===== src/rtl/fpu_issue_if.sv =====
// Request, response and FPU-side signal bundle for fpu_issue.
// slave = issue controller view, master = CPU/FPU/testbench view.
interface fpu_issue_if;
  logic        req_valid;
  logic        req_ready;
  logic [5:0]  req_op;
  logic [4:0]  req_x1;
  logic [4:0]  req_x2;
  logic [4:0]  req_y;
  logic [31:0] req_data;

  logic        rsp_valid;
  logic        rsp_ready;
  logic [31:0] rsp_data32;
  logic        rsp_flag;
  logic        rsp_err;

  logic [5:0]  fpu_operation;
  logic [4:0]  fpu_x1;
  logic [4:0]  fpu_x2;
  logic [4:0]  fpu_y;
  logic [31:0] fpu_in_data;
  logic        fpu_ready;
  logic        fpu_valid;
  logic        fpu_out_data1;
  logic [31:0] fpu_out_data32;

  modport slave (
    input  req_valid, req_op, req_x1, req_x2, req_y, req_data,
    output req_ready,
    output rsp_valid, rsp_data32, rsp_flag, rsp_err,
    input  rsp_ready,
    output fpu_operation, fpu_x1, fpu_x2, fpu_y, fpu_in_data, fpu_ready,
    input  fpu_valid, fpu_out_data1, fpu_out_data32
  );

  modport master (
    output req_valid, req_op, req_x1, req_x2, req_y, req_data,
    input  req_ready,
    input  rsp_valid, rsp_data32, rsp_flag, rsp_err,
    output rsp_ready,
    input  fpu_operation, fpu_x1, fpu_x2, fpu_y, fpu_in_data, fpu_ready,
    output fpu_valid, fpu_out_data1, fpu_out_data32
  );
endinterface


===== src/rtl/fpu_issue.sv =====
// Single-outstanding FPU issue controller: latches a CPU request, drives the FPU, returns a completion record.
// Optional WAITV abort timer enabled by defining FPU_ISSUE_TIMEOUT_EN.
//
// state | meaning
// IDLE  | ready for a request
// ISSUE | one-cycle fpu_ready strobe
// WAITV | waiting for fpu_valid
// DRAIN | one cycle for FPU register write-back
// RESP  | completion record held until rsp_ready
module fpu_issue #(
  parameter int unsigned TIMEOUT_CYCLES = 255
) (
  input  logic        clk,
  input  logic        rst,
  fpu_issue_if.slave  bus
);
  typedef enum logic [2:0] {IDLE, ISSUE, WAITV, DRAIN, RESP} state_t;

  state_t      state_q, state_d;
  logic [5:0]  op_q;
  logic [4:0]  x1_q, x2_q, y_q;
  logic [31:0] data_q;
  logic [31:0] rsp_data_q;
  logic        rsp_flag_q, rsp_err_q;
  logic        legal_op, imm_op, tmo_hit, fpu_hit;
  logic        req_ready_c, fpu_ready_c, rsp_valid_c;

  always_comb begin
    legal_op = 1'b0;
    case (bus.req_op)
      6'b000000, 6'b000001, 6'b000010, 6'b010000, 6'b100000,
      6'b111000, 6'b111001, 6'b111101, 6'b111110, 6'b111111: legal_op = 1'b1;
      default: legal_op = 1'b0;
    endcase
  end

  // Only legal opcodes reach ISSUE, so the held opcode alone decides the class.
  always_comb begin
    imm_op = 1'b0;
    case (op_q)
      6'b111101, 6'b111110, 6'b111111: imm_op = 1'b1;
      default: imm_op = 1'b0;
    endcase
  end

  assign fpu_hit = bus.fpu_valid && ((state_q == ISSUE) || (state_q == WAITV));

`ifdef FPU_ISSUE_TIMEOUT_EN
  localparam int CW = $clog2(TIMEOUT_CYCLES + 1);
  logic [CW-1:0] tmo_cnt;

  always_ff @(posedge clk or posedge rst) begin
    if (rst)                   tmo_cnt <= '0;
    else if (state_q == ISSUE) tmo_cnt <= '0;
    else if (state_q == WAITV) tmo_cnt <= tmo_cnt + 1'b1;
  end

  assign tmo_hit = (state_q == WAITV) && !bus.fpu_valid &&
                   (tmo_cnt == CW'(TIMEOUT_CYCLES - 1));
`else
  logic unused_tmo;
  assign unused_tmo = (TIMEOUT_CYCLES == 0);
  assign tmo_hit    = 1'b0;
`endif

  always_ff @(posedge clk or posedge rst) begin
    if (rst) state_q <= IDLE;
    else     state_q <= state_d;
  end

  always_comb begin
    state_d     = state_q;
    req_ready_c = 1'b0;
    fpu_ready_c = 1'b0;
    rsp_valid_c = 1'b0;
    case (state_q)
      IDLE: begin
        req_ready_c = 1'b1;
        if (bus.req_valid) state_d = legal_op ? ISSUE : RESP;
      end
      ISSUE: begin
        fpu_ready_c = 1'b1;
        if (bus.fpu_valid) state_d = imm_op ? RESP : DRAIN;
        else               state_d = WAITV;
      end
      WAITV: begin
        if (bus.fpu_valid) state_d = DRAIN;
        else if (tmo_hit)  state_d = RESP;
      end
      DRAIN: state_d = RESP;
      RESP: begin
        rsp_valid_c = 1'b1;
        if (bus.rsp_ready) state_d = IDLE;
      end
      default: state_d = IDLE;
    endcase
  end

  always_ff @(posedge clk or posedge rst) begin
    if (rst) begin
      op_q       <= '0;
      x1_q       <= '0;
      x2_q       <= '0;
      y_q        <= '0;
      data_q     <= '0;
      rsp_data_q <= '0;
      rsp_flag_q <= 1'b0;
      rsp_err_q  <= 1'b0;
    end else begin
      if ((state_q == IDLE) && bus.req_valid) begin
        op_q       <= bus.req_op;
        x1_q       <= bus.req_x1;
        x2_q       <= bus.req_x2;
        y_q        <= bus.req_y;
        data_q     <= bus.req_data;
        rsp_data_q <= '0;
        rsp_flag_q <= 1'b0;
        rsp_err_q  <= !legal_op;
      end
      if (fpu_hit) begin
        rsp_data_q <= bus.fpu_out_data32;
        rsp_flag_q <= bus.fpu_out_data1;
      end
      if (tmo_hit) begin
        rsp_data_q <= '0;
        rsp_flag_q <= 1'b0;
        rsp_err_q  <= 1'b1;
      end
    end
  end

  assign bus.req_ready     = req_ready_c;
  assign bus.fpu_ready     = fpu_ready_c;
  assign bus.rsp_valid     = rsp_valid_c;
  assign bus.rsp_data32    = rsp_data_q;
  assign bus.rsp_flag      = rsp_flag_q;
  assign bus.rsp_err       = rsp_err_q;
  assign bus.fpu_operation = op_q;
  assign bus.fpu_x1        = x1_q;
  assign bus.fpu_x2        = x2_q;
  assign bus.fpu_y         = y_q;
  assign bus.fpu_in_data   = data_q;
endmodule

===== src/flat_wrapper.sv =====
// flat-port wrapper written by rule: the top's interface ports become plain ports
module fpu_issue_flat 
#(
  parameter int unsigned TIMEOUT_CYCLES = 255
)
  (clk, rst, bus_req_valid, bus_req_op, bus_req_x1, bus_req_x2, bus_req_y, bus_req_data, bus_req_ready, bus_rsp_valid, bus_rsp_data32, bus_rsp_flag, bus_rsp_err, bus_rsp_ready, bus_fpu_operation, bus_fpu_x1, bus_fpu_x2, bus_fpu_y, bus_fpu_in_data, bus_fpu_ready, bus_fpu_valid, bus_fpu_out_data1, bus_fpu_out_data32);
  fpu_issue_if bus_i ();
  input  logic clk;
  input  logic rst;
  input wire logic [$bits(bus_i.req_valid)-1:0] bus_req_valid;
  input wire logic [$bits(bus_i.req_op)-1:0] bus_req_op;
  input wire logic [$bits(bus_i.req_x1)-1:0] bus_req_x1;
  input wire logic [$bits(bus_i.req_x2)-1:0] bus_req_x2;
  input wire logic [$bits(bus_i.req_y)-1:0] bus_req_y;
  input wire logic [$bits(bus_i.req_data)-1:0] bus_req_data;
  output wire logic [$bits(bus_i.req_ready)-1:0] bus_req_ready;
  output wire logic [$bits(bus_i.rsp_valid)-1:0] bus_rsp_valid;
  output wire logic [$bits(bus_i.rsp_data32)-1:0] bus_rsp_data32;
  output wire logic [$bits(bus_i.rsp_flag)-1:0] bus_rsp_flag;
  output wire logic [$bits(bus_i.rsp_err)-1:0] bus_rsp_err;
  input wire logic [$bits(bus_i.rsp_ready)-1:0] bus_rsp_ready;
  output wire logic [$bits(bus_i.fpu_operation)-1:0] bus_fpu_operation;
  output wire logic [$bits(bus_i.fpu_x1)-1:0] bus_fpu_x1;
  output wire logic [$bits(bus_i.fpu_x2)-1:0] bus_fpu_x2;
  output wire logic [$bits(bus_i.fpu_y)-1:0] bus_fpu_y;
  output wire logic [$bits(bus_i.fpu_in_data)-1:0] bus_fpu_in_data;
  output wire logic [$bits(bus_i.fpu_ready)-1:0] bus_fpu_ready;
  input wire logic [$bits(bus_i.fpu_valid)-1:0] bus_fpu_valid;
  input wire logic [$bits(bus_i.fpu_out_data1)-1:0] bus_fpu_out_data1;
  input wire logic [$bits(bus_i.fpu_out_data32)-1:0] bus_fpu_out_data32;
  assign bus_i.req_valid = bus_req_valid;
  assign bus_i.req_op = bus_req_op;
  assign bus_i.req_x1 = bus_req_x1;
  assign bus_i.req_x2 = bus_req_x2;
  assign bus_i.req_y = bus_req_y;
  assign bus_i.req_data = bus_req_data;
  assign bus_req_ready = bus_i.req_ready;
  assign bus_rsp_valid = bus_i.rsp_valid;
  assign bus_rsp_data32 = bus_i.rsp_data32;
  assign bus_rsp_flag = bus_i.rsp_flag;
  assign bus_rsp_err = bus_i.rsp_err;
  assign bus_i.rsp_ready = bus_rsp_ready;
  assign bus_fpu_operation = bus_i.fpu_operation;
  assign bus_fpu_x1 = bus_i.fpu_x1;
  assign bus_fpu_x2 = bus_i.fpu_x2;
  assign bus_fpu_y = bus_i.fpu_y;
  assign bus_fpu_in_data = bus_i.fpu_in_data;
  assign bus_fpu_ready = bus_i.fpu_ready;
  assign bus_i.fpu_valid = bus_fpu_valid;
  assign bus_i.fpu_out_data1 = bus_fpu_out_data1;
  assign bus_i.fpu_out_data32 = bus_fpu_out_data32;
  fpu_issue #(.TIMEOUT_CYCLES(TIMEOUT_CYCLES)) u_core (.clk(clk), .rst(rst), .bus(bus_i));
endmodule

===== config.mk =====
export PLATFORM = sky130hd
export DESIGN_NAME = fpu_issue_flat
export DESIGN_NICKNAME = d
export VERILOG_FILES = /design/src/rtl/fpu_issue_if.sv /design/src/rtl/fpu_issue.sv /design/src/flat_wrapper.sv
export SDC_FILE = /design/constraint.sdc
export NUM_CORES = 1
export LEC_CHECK = 0
export BUFFER_PORTS_ARGS = -buffer_cell sky130_fd_sc_hd__buf_2
export CORE_MARGIN = 3
export CORE_UTILIZATION = 43
export CTS_BUF_LIST = sky130_fd_sc_hd__clkbuf_4 sky130_fd_sc_hd__clkbuf_8
export DETAILED_ROUTE_END_ITERATION = 16
export PLACE_DENSITY = 0.79
export SYNTH_ARGS = -nofsm -noshare
export SYNTH_HDL_FRONTEND = slang
export SYNTH_SLANG_ARGS = --single-unit

===== constraint.sdc =====
create_clock -name clk -period 2.51 [get_ports clk]
set_clock_uncertainty 0.15 [all_clocks]
set_input_delay 0.251 -clock clk [delete_from_list [all_inputs] [get_ports clk]]
set_output_delay 0.251 -clock clk [all_outputs]
set_load 0.05 [all_outputs]

==> results of run 1 <==
layout by cell type (no fill, tap or decap), types with 3 or more instances in the layout:
cell type,count
dlygate4sd3_1,81
a22o_1,33
mux2_1,5
mux2_4,49
clkbuf_8,9
nand2b_1,3
buf_2,180
dfrtp_1,90
area by class of cell:
| cell class | instances | area [um2] | share of cell area |
|---|---|---|---|
| Timing Repair Buffer | 265 | 1770 | 0.312 |
| Tap cell | 105 | 131 | 0.0232 |
| Inverter | 1 | 7.51 | 0.00133 |
| Sequential cell | 90 | 2250 | 0.398 |
| Clock inverter | 3 | 42.5 | 0.00751 |
| Multi-Input combinational cell | 119 | 1320 | 0.234 |
| Clock buffer | 11 | 139 | 0.0245 |
how the worst min path moves through the flow:
stage               slack (ns)  cells past startpoint              from                           to
floorplan                 0.24                      1  bus_req_data[19]   u_core.bus.fpu_in_data[19]
global placement          0.27                      3               rst    u_core.bus.rsp_data32[14]
detailed placement        0.28                      3               rst    u_core.bus.rsp_data32[16]
CTS                      0.003                      2     bus_req_op[1]  u_core.bus.fpu_operation[1]
global route              0.02                      2     bus_req_op[3]  u_core.bus.fpu_operation[3]
finish                    0.03                      2     bus_req_op[1]  u_core.bus.fpu_operation[1]
routing by layer:
layer | up-vias | GRT usage | share of wire
met3 | 24 | 0.0389 | 0.062
li1 | 1340 | - | -
met4 | 0 | 0.0872 | 0.024
met2 | 132 | 0.343 | 0.51
met5 | - | 0 | 0
met1 | 1386 | 0.243 | 0.40
stage by stage:
step / setup WS [ns] / hold WS [ns] / cell area, um2 / cells
2_1_floorplan: 0.187 / 0.236 / 3700 / 222
3_3_place_gp: 0.666 / 0.269 / 4670 / 499
3_5_place_dp: 0.589 / 0.276 / 4670 / 499
4_1_cts: 0.591 / 0.00334 / 5660 / 594
5_1_grt: 0.476 / 0.0235 / 5660 / 594
6_report: 0.603 / 0.0286 / 5660 / 594
state kept, by name, summed over array words and instances, names as in the netlist:
name                      flops
u_core.bus.fpu_in_data       32
u_core.bus.rsp_data32        32
u_core.bus.fpu_operation      6
u_core.bus.fpu_x1             5
u_core.bus.fpu_x2             5
u_core.bus.fpu_y              5
u_core.state_q                3
u_core.bus.rsp_err            1
u_core.bus.rsp_flag           1
synth_stat cells (2+ instances only):
library cell	instances
dfrtp_1	90
mux2_4	49
a22o_1	33
buf_2	6
buf_8	5
mux2_1	5
nand2b_1	3
a21o_1	2
a21oi_1	2
nor2_1	2
nor2b_1	2
nor3b_1	2
o21ai_0	2
logic make-up (layout without fill, tap and decap cells):
family / Yosys count / in the layout / share of synthesized area
and+or+nand+nor: 17 / 17 / 0.0332
AOI/OAI and AO/OA: 46 / 46 / 0.105
buffers and inverters: 13 / 280 / 0.0325
DFF: 90 / 90 / 0.609
adders and majority gates: 1 / 1 / 0.00271
muxes: 55 / 55 / 0.217
timing repair:
action	4_1_cts	5_1_grt
hold endpoints to repair	170	0
hold buffers	81	0
endpoints found under the setup margin	0	0
setup buffers	0	0
==> summary.md, run 1 <==
| Metric | Value |
|---|---|
| Clk buf depth | `2` |
| Ys Warns | `0` |
| Unrepaired setup endpoints after global routing | `false` |
| Slew margin rel. | `0.519` |
| Post-synth ARST share | `1.00` |
| Post-Syn Instances | `about 220` |
| Net Count, Synth | `313` |
| Worst-path clk slew | `0.08 ns` |
| TritonCTS Buffers | `9` |
| CP endpoint | `u_core.bus.fpu_in_data[19]` |
| Crit path from | `u_core.state_q[1]` |
| CP max FO | `14` |
| Area leader, netlist | `dfrtp_1` |
| Critical path endpoint category | `register` |
| Number of global-route vias before repair | `around 3200` |
| Floorplan row count | `33` |
| Fin nets | `a little under 600` |
| Worst EP required | `2.58 ns` |
| Die area | `0.00974 mm2` |
| PostCTS Resize Cnt | `0` |
| Crit path kind | `register to register` |
| Number of library cell types mapped by synthesis | `32` |
| I/O Buffers | `180` |
| Top post-synthesis cells by area | `dfrtp_1 (61%), mux2_4 (20%), a22o_1 (7.8%)` |
| CP arrival | `between 1.5 and 2 ns` |
| Worst reg2reg path endpoint | `u_core.bus.fpu_in_data[19]` |
| Starting Density | `0.445` |
| H-tree depth | `3` |
| Seq/Total Area, Yosys | `0.609` |
| Final setup viols | `0` |
| Io pins | `181` |
| CTS Sinks | `90` |
| Status | `complete, no violations` |
| RD Place Congestion | `0.740` |
| Core ar. | `0.00830 mm2` |
| Overall global routing resource usage | `0.199` |
| Ant diodes | `0` |
| Utilization after layout | `0.682` |
| Die H | `just under 100 um` |
| Final wirelength | `~9.6 mm` |
| CP peak stage delay | `0.46 ns` |
| Final Hold Fails | `0` |
| First-pass GRT wire length | `between 15 and 20 mm` |
| Share of the synthesized area in the top cell type | `0.609` |
| R2R setup slack | `approximately 0.6 ns` |
| TNS Setup | `0 ns` |
| Starting DRT DRC Count | `74` |
| Crit path cell chain | `nor3_2 -> and2_4 -> buf_4 -> mux2_1` |
| CP max stage cell | `dfrtp_1` |
| Fill count | `between 500 and 600` |
| Via Count | `about 2900` |
| Pre-antenna DRT Iters | `4` |
| Startpoint types | `register` |
| Top_reg_cell synth | `dfrtp_1` |
| Cell family with most CP delay | `simple AND/OR/NAND/NOR gates` |
| Critical Path Stages | `4` |
| Global route overflow | `0` |
| Layout area overhead | `53.2%` |
| Slew Viols, Final | `0` |
| Worst skew pair latency | `between 0.3 and 0.4 ns` |
| Mapped Avg Cell Area | `roughly 17 um2` |
| Proportion of layout cells with a drive suffix above 1 | `0.519` |
| DIE WIDTH | `around 99 um` |
| Post-DP HPWL | `~5.9 mm` |
| CP bufs+invs | `1` |
| DRC viols | `0` |
| Critical R2R Launch | `u_core.state_q[1]` |
| Final Critical Period | `around 1.9 ns` |
| Reg2reg path depth | `4` |
| Largest net degree at the start of global routing | `between 90 and 100` |
| DRT antenna net count | `0` |
| CTS tree | `done` |
| Peak Freq | `between 500 and 600 MHz` |
| DR vias/cell | `approximately 4.9` |
| Post-synth EDFFs | `0` |
| DR WL/cell | `16.2 um` |
| Initial antenna violation count | `0` |
| Mapped Area | `0.00370 mm2` |
| Worst hold path type | `primary input to register` |
| Maxcap violations | `0` |
| Measured slew at the worst slew-check pin | `about 0.72 ns` |
| Final period util | `0.760` |
| Synthesized flop and latch total | `90` |
| Clock root buffer | `clkbuf_8` |
Power of run 1 is left out: the tool's default activity adds up to more than one toggle a clock period on the data nets, which glitch-free logic cannot reach.
==> inputs of run 2 (changes only) <==
==> constraint.sdc (replaced) <==
create_clock -name clk -period 1.55 [get_ports clk]
set_clock_uncertainty 0.15 [all_clocks]
set_input_delay 0.155 -clock clk [delete_from_list [all_inputs] [get_ports clk]]
set_output_delay 0.155 -clock clk [all_outputs]
set_load 0.05 [all_outputs]
==> run 2 against run 1 <==
Net effect: via count increased by 10%; routed wire length increased by 20%; final cell count rose by 8.4%; worst setup slack got worse by 0.76 ns; sequential share of layout area down 4.3 points; non-clock buffer count is 47 higher; die area unchanged; the flow now finishes with violations (setup timing); flip-flop and latch count stayed put; count of clock-buffer cells in the layout decreased by 1; register-to-register slack worse by 0.76 ns.
==> summary.md, run 2 (synthesized netlist as in run 1, its figures left out) <==
| Metric | Value |
|---|---|
| Worst hold path type | `primary input to register` |
| CP arrival | `1.79 ns` |
| Global route overflow | `0` |
| Utilization after layout | `0.767` |
| Overall global routing resource usage | `0.240` |
| First-pass GRT wire length | `roughly 19 mm` |
| Final wirelength | `11.5 mm` |
| Pleak | `~3.3 nW` |
| Min Hold Slack | `about 0.025 ns` |
| DRT antenna net count | `0` |
| DRC viols | `0` |
| Die area | `0.00974 mm2` |
| Slew margin rel. | `0.651` |
| Pre-CTS setup slack | `-0.288 ns` |
| Commonest cells after routing, fill and taps aside | `buf_2 (176), dfrtp_1 (88), dlygate4sd3_1 (87), mux2_4 (54), a22o_1 (33)` |
| Maxcap violations | `0` |
| Area occupied by multi-input gates | `about 0.0014 mm2` |
| Final period util | `1.10` |
| I/O Buffers | `180` |
| CP max stage cell | `dfrtp_2` |
| CP bufs+invs | `2` |
| Number of global-route vias before repair | `3615` |
| Inst Count DP | `approximately 520` |
| Via Count | `3172` |
| Layout area overhead | `72.2%` |
| Core ar. | `0.00830 mm2` |
| Final Critical Period | `1.70 ns` |
| Critical path endpoint category | `register` |
| Initial antenna violation count | `0` |
| Peak Freq | `roughly 600 MHz` |
| Final worst slack | `-0.155 ns` |
| RD Place Congestion | `between 0.7 and 0.8` |
| Final Hold Fails | `0` |
| Worst skew pair latency | `0.35 ns` |
| Final setup viols | `roughly 90` |
| Startpoint types | `register` |
| CTS Sinks | `90` |
| Crit path cell chain | `nor3_4 -> and2_4 -> buf_12 -> buf_12 -> mux2_4` |
| CTS tree | `done` |
| Measured slew at the worst slew-check pin | `~0.52 ns` |
| Power per Cell Area | `2540 mW/mm2` |
| Proportion of layout cells with a drive suffix above 1 | `0.581` |
| Worst-path clk slew | `around 0.080 ns` |
| Ant diodes | `0` |
| DIE WIDTH | `98.7 um` |
| Register cell area after layout | `approximately 0.0023 mm2` |
| Worst path most repeated cell | `buf_12` |
| Largest net degree at the start of global routing | `just under 50` |
| Starting Density | `0.445` |
| Cell family with most CP delay | `flip-flops` |
| Starting DRT DRC Count | `90` |
| Pwr Total | `between 15 and 20 mW` |
| CP peak stage delay | `approximately 0.46 ns` |
| Clock root buffer | `clkbuf_8` |
| TritonCTS Buffers | `9` |
| Most common cell after layout, fill and taps aside | `buf_2` |
| Crit path kind | `register to register` |
| Non-filler cells, final | `~640` |
| Pre-antenna DRT Iters | `4` |
| Fin nets | `approximately 630` |
| Fill count | `500` |
| Post-DP HPWL | `roughly 6.4 mm` |
| CP max FO | `7` |
| DR WL/cell | `between 15 and 20 um` |
| Slew Viols, Final | `0` |
| Failing checks | `setup timing` |
| Floorplan row count | `33` |
| Clk buf depth | `2` |
| Status | `finished, violations left` |
| Io pins | `roughly 180` |
| DR vias/cell | `4.93` |
| H-tree depth | `3` |
| Worst EP required | `1.63 ns` |
| Peak supply drop | `between 1500 and 2000 uV` |
| Die H | `98.7 um` |
| Unrepaired setup endpoints after global routing | `true` |
run 2: per-stage QoR:
step	cell area, um2	TNS (ns)
global route	6360	-14.76
CTS	6270	-8.64
detailed placement	4850	-14.99
floorplan	3730	-37.15
finish	6360	-9.75
global placement	4850	-9.57
run 2: what timing repair did:
item / 4_1_cts / 5_1_grt
gates cloned: 5 / 1
endpoints found under the setup margin: 91 / 93
resized for setup: 27 / 17
hold endpoints to repair: 176 / 0
setup buffers: 16 / 4
pin swaps: 8 / 2
hold buffers: 87 / 0
run 2: cell type report:
class	count	area share
Clock buffer	10	0.0216
Clock inverter	6	0.00747
Inverter	1	0.00118
Multi-Input combinational cell	120	0.222
Sequential cell	90	0.354
Tap cell	105	0.0206
Timing Repair Buffer	312	0.373
run 2: metal layers:
layer / routed length [um] / GRT usage / vias to the layer above / part of all wire
li1: - / - / 1446 / -
met1: 4390 / 0.281 / 1566 / 0.38
met2: 6170 / 0.430 / 133 / 0.54
met3: 658 / 0.0517 / 27 / 0.057
met4: 284 / 0.0893 / 0 / 0.025
met5: 0 / 0 / - / 0
run 2: final timing paths:
| check | start | to | slack [ns] | cells past startpoint |
|---|---|---|---|---|
| setup / recovery | u_core.state_q[1] | u_core.bus.rsp_err | -0.15 | 5 |
| hold reg to reg | u_core.bus.rsp_data32[24] | u_core.bus.rsp_data32[24] | 0.35 | 1 |
| setup reg to reg | u_core.state_q[1] | u_core.bus.rsp_err | -0.15 | 5 |
| max in group asynchronous | rst | u_core.bus.fpu_in_data[31] | 0.46 | 4 |
| min in group asynchronous | rst | u_core.bus.fpu_in_data[18] | 0.30 | 4 |
| hold / removal | bus_req_op[0] | u_core.bus.fpu_operation[0] | 0.03 | 3 |
run 2: power by group:
part / internal (mW) / switching, mW
clock: 0.645 / 0.866
sequential: 3.53 / 0.716
combinational: 3.98 / 6.42
total: 8.16 / 8.00
run 2: worst min-delay path, stage by stage:
cell	delay, ns
buf_2	0.09
buf_4	0.11
mux2_4	0.13
Power figures use the tool's default switching activity.
==> inputs of run 3 (changes only) <==
--- a/config.mk
+++ b/config.mk
@@ -11,6 +11,7 @@
 export CTS_BUF_LIST = sky130_fd_sc_hd__clkbuf_4 sky130_fd_sc_hd__clkbuf_8
 export DETAILED_ROUTE_END_ITERATION = 16
 export PLACE_DENSITY = 0.79
+export SKIP_CTS_REPAIR_TIMING = 1
 export SYNTH_ARGS = -nofsm -noshare
 export SYNTH_HDL_FRONTEND = slang
 export SYNTH_SLANG_ARGS = --single-unit
==> run 3 against run 2 <==
Net effect: critical endpoint is now u_core.bus.fpu_x2[3]; the run still ends with setup timing left; sequential power about the same; worst setup slack got worse by 0.0066 ns; critical path type unchanged; power fell by 2.2%; final cell count shrank 0.93%; count of clock-buffer cells in the layout stayed put; worst hold slack got worse by 0.018 ns.
==> summary.md, run 3 (synthesized netlist as in run 1, its figures left out) <==
| Metric | Value |
|---|---|
| Proportion of layout cells with a drive suffix above 1 | `0.568` |
| Ant diodes | `0` |
| DRT antenna net count | `0` |
| Crit path from | `u_core.state_q[0]` |
| Clock root buffer | `clkbuf_8` |
| Pleak | `roughly 3.2 nW` |
| DIE WIDTH | `98.7 um` |
| Pre-antenna DRT Iters | `4` |
| DRC viols | `0` |
| Io pins | `between 150 and 200` |
| Number of global-route vias before repair | `roughly 2800` |
| Crit path kind | `register to register` |
| Register cell area after layout | `0.00225 mm2` |
| Worst reg2reg path endpoint | `u_core.bus.fpu_x2[3]` |
| Worst skew pair latency | `around 0.35 ns` |
| Pwr Total | `around 16 mW` |
| Peak Freq | `roughly 580 MHz` |
| Reg2reg path depth | `4` |
| Starting DRT DRC Count | `101` |
| Slew margin rel. | `0.648` |
| Hold EP | `u_core.state_q[2]` |
| Utilization after layout | `0.751` |
| CP arrival | `1.81 ns` |
| Final std cell area, no fill | `0.00623 mm2` |
| Final setup viols | `90` |
| First-pass GRT wire length | `~14 mm` |
| Most common cell after layout, fill and taps aside | `buf_2` |
| Critical R2R Launch | `u_core.state_q[0]` |
| Inst Count DP | `between 500 and 600` |
| Failing checks | `setup timing` |
| Startpoint types | `register` |
| Status | `finished, violations left` |
| Hold Crit Start | `bus_rsp_ready` |
| Overall global routing resource usage | `0.179` |
| M1 WL | `~4.6 mm` |
| TNS Setup | `-9.56 ns` |
| Measured slew at the worst slew-check pin | `0.527 ns` |
| TritonCTS Buffers | `9` |
| Global route overflow | `0` |
| DP Area | `around 0.0049 mm2` |
| Starting Density | `0.445` |
| DR WL/cell | `18.1 um` |
| Largest net degree at the start of global routing | `49` |
| Initial antenna violation count | `0` |
| Final wirelength | `11.5 mm` |
| DR top layer | `met4` |
| Slew Viols, Final | `0` |
| Critical path endpoint category | `register` |
| Commonest cells after routing, fill and taps aside | `buf_2 (177), dfrtp_1 (88), dlygate4sd3_1 (85), mux2_4 (51), a22o_1 (33)` |
| R2R setup slack | `-0.16 ns` |
| CTS Sinks | `90` |
| Fill count | `508` |
| Fin nets | `~620` |
| Maxcap violations | `0` |
| Wire length on met2 | `just over 6 mm` |
| Floorplan row count | `33` |
| Pre-CTS setup slack | `-0.288 ns` |
| Post-DP HPWL | `roughly 6.4 mm` |
| CTS tree | `done` |
| Peak supply drop | `~1600 uV` |
| Non-filler cells, final | `638` |
| Die H | `between 90 and 100 um` |
| Clk buf depth | `2` |
| Final worst slack | `-0.161 ns` |
| Core ar. | `roughly 0.0083 mm2` |
| DR vias/cell | `a little under 5` |
| I/O Buffers | `180` |
| Worst EP required | `1.65 ns` |
| Die area | `0.00974 mm2` |
| Power per Cell Area | `between 2000 and 3000 mW/mm2` |
| Unrepaired setup endpoints after global routing | `true` |
| Met3 wire len | `roughly 630 um` |
| Final Hold Fails | `0` |
| Area occupied by multi-input gates | `~0.0014 mm2` |
| CP max FO | `9` |
| WHS Path Cells | `3` |
| Final period util | `1.10` |
| Worst hold path type | `primary input to register` |
| H-tree depth | `3` |
| Min Hold Slack | `between 0.007 and 0.008 ns` |
| Via Count | `3163` |
| Worst-path clk slew | `approximately 0.10 ns` |
| Final Critical Period | `1.71 ns` |
| Layout area overhead | `68.7%` |
| RD Place Congestion | `0.779` |
run 3: cell types whose count changed in the layout (fill, tap and decap cells not counted), sizes merged:
cell and delta:
nor2 +2, and2 +1, clkbuf +4, buf -11
dlygate4sd3 -2
run 3: worst max-delay path by stage:
stage | to | slack [ns] | cells after the start
after global placement | u_core.bus.rsp_data32[13] | -0.15 | 5
after global routing | u_core.bus.fpu_in_data[21] | -0.23 | 4
after floorplan | u_core.bus.fpu_in_data[0] | -0.53 | 5
after detailed placement | u_core.bus.rsp_data32[11] | -0.29 | 4
after CTS | bus_fpu_ready | -0.36 | 4
final | u_core.bus.fpu_x2[3] | -0.16 | 4
run 3: area by class of cell:
cell class / count / share of cell area
clock buffer: 10 / 0.0221
inverter: 1 / 0.00120
multi-input combinational: 123 / 0.227
tap: 105 / 0.0211
clock inverter: 6 / 0.00763
timing repair buffer: 303 / 0.359
sequential: 90 / 0.362
run 3: metal layers:
layer | up-vias | global-route usage
met2 | 140 | 0.293
met3 | 18 | 0.0418
met5 | - | 0
met4 | 0 | 0.0672
met1 | 1571 | 0.234
li1 | 1434 | -
run 3: power by group:
group	internal (mW)	total [mW]	leakage, nW	switching, mW
clock network	0.645	1.52	0.0937	0.876
registers	3.53	4.25	1.11	0.720
logic	3.66	10.0	1.99	6.38
total	7.84	15.8	3.19	7.97
run 3: worst max-delay path: stages (launching register included):
cell	delay, ns
dfrtp_2	0.45
nor3_4	0.22
and2_4	0.29
clkbuf_16	0.20
mux2_4	0.30
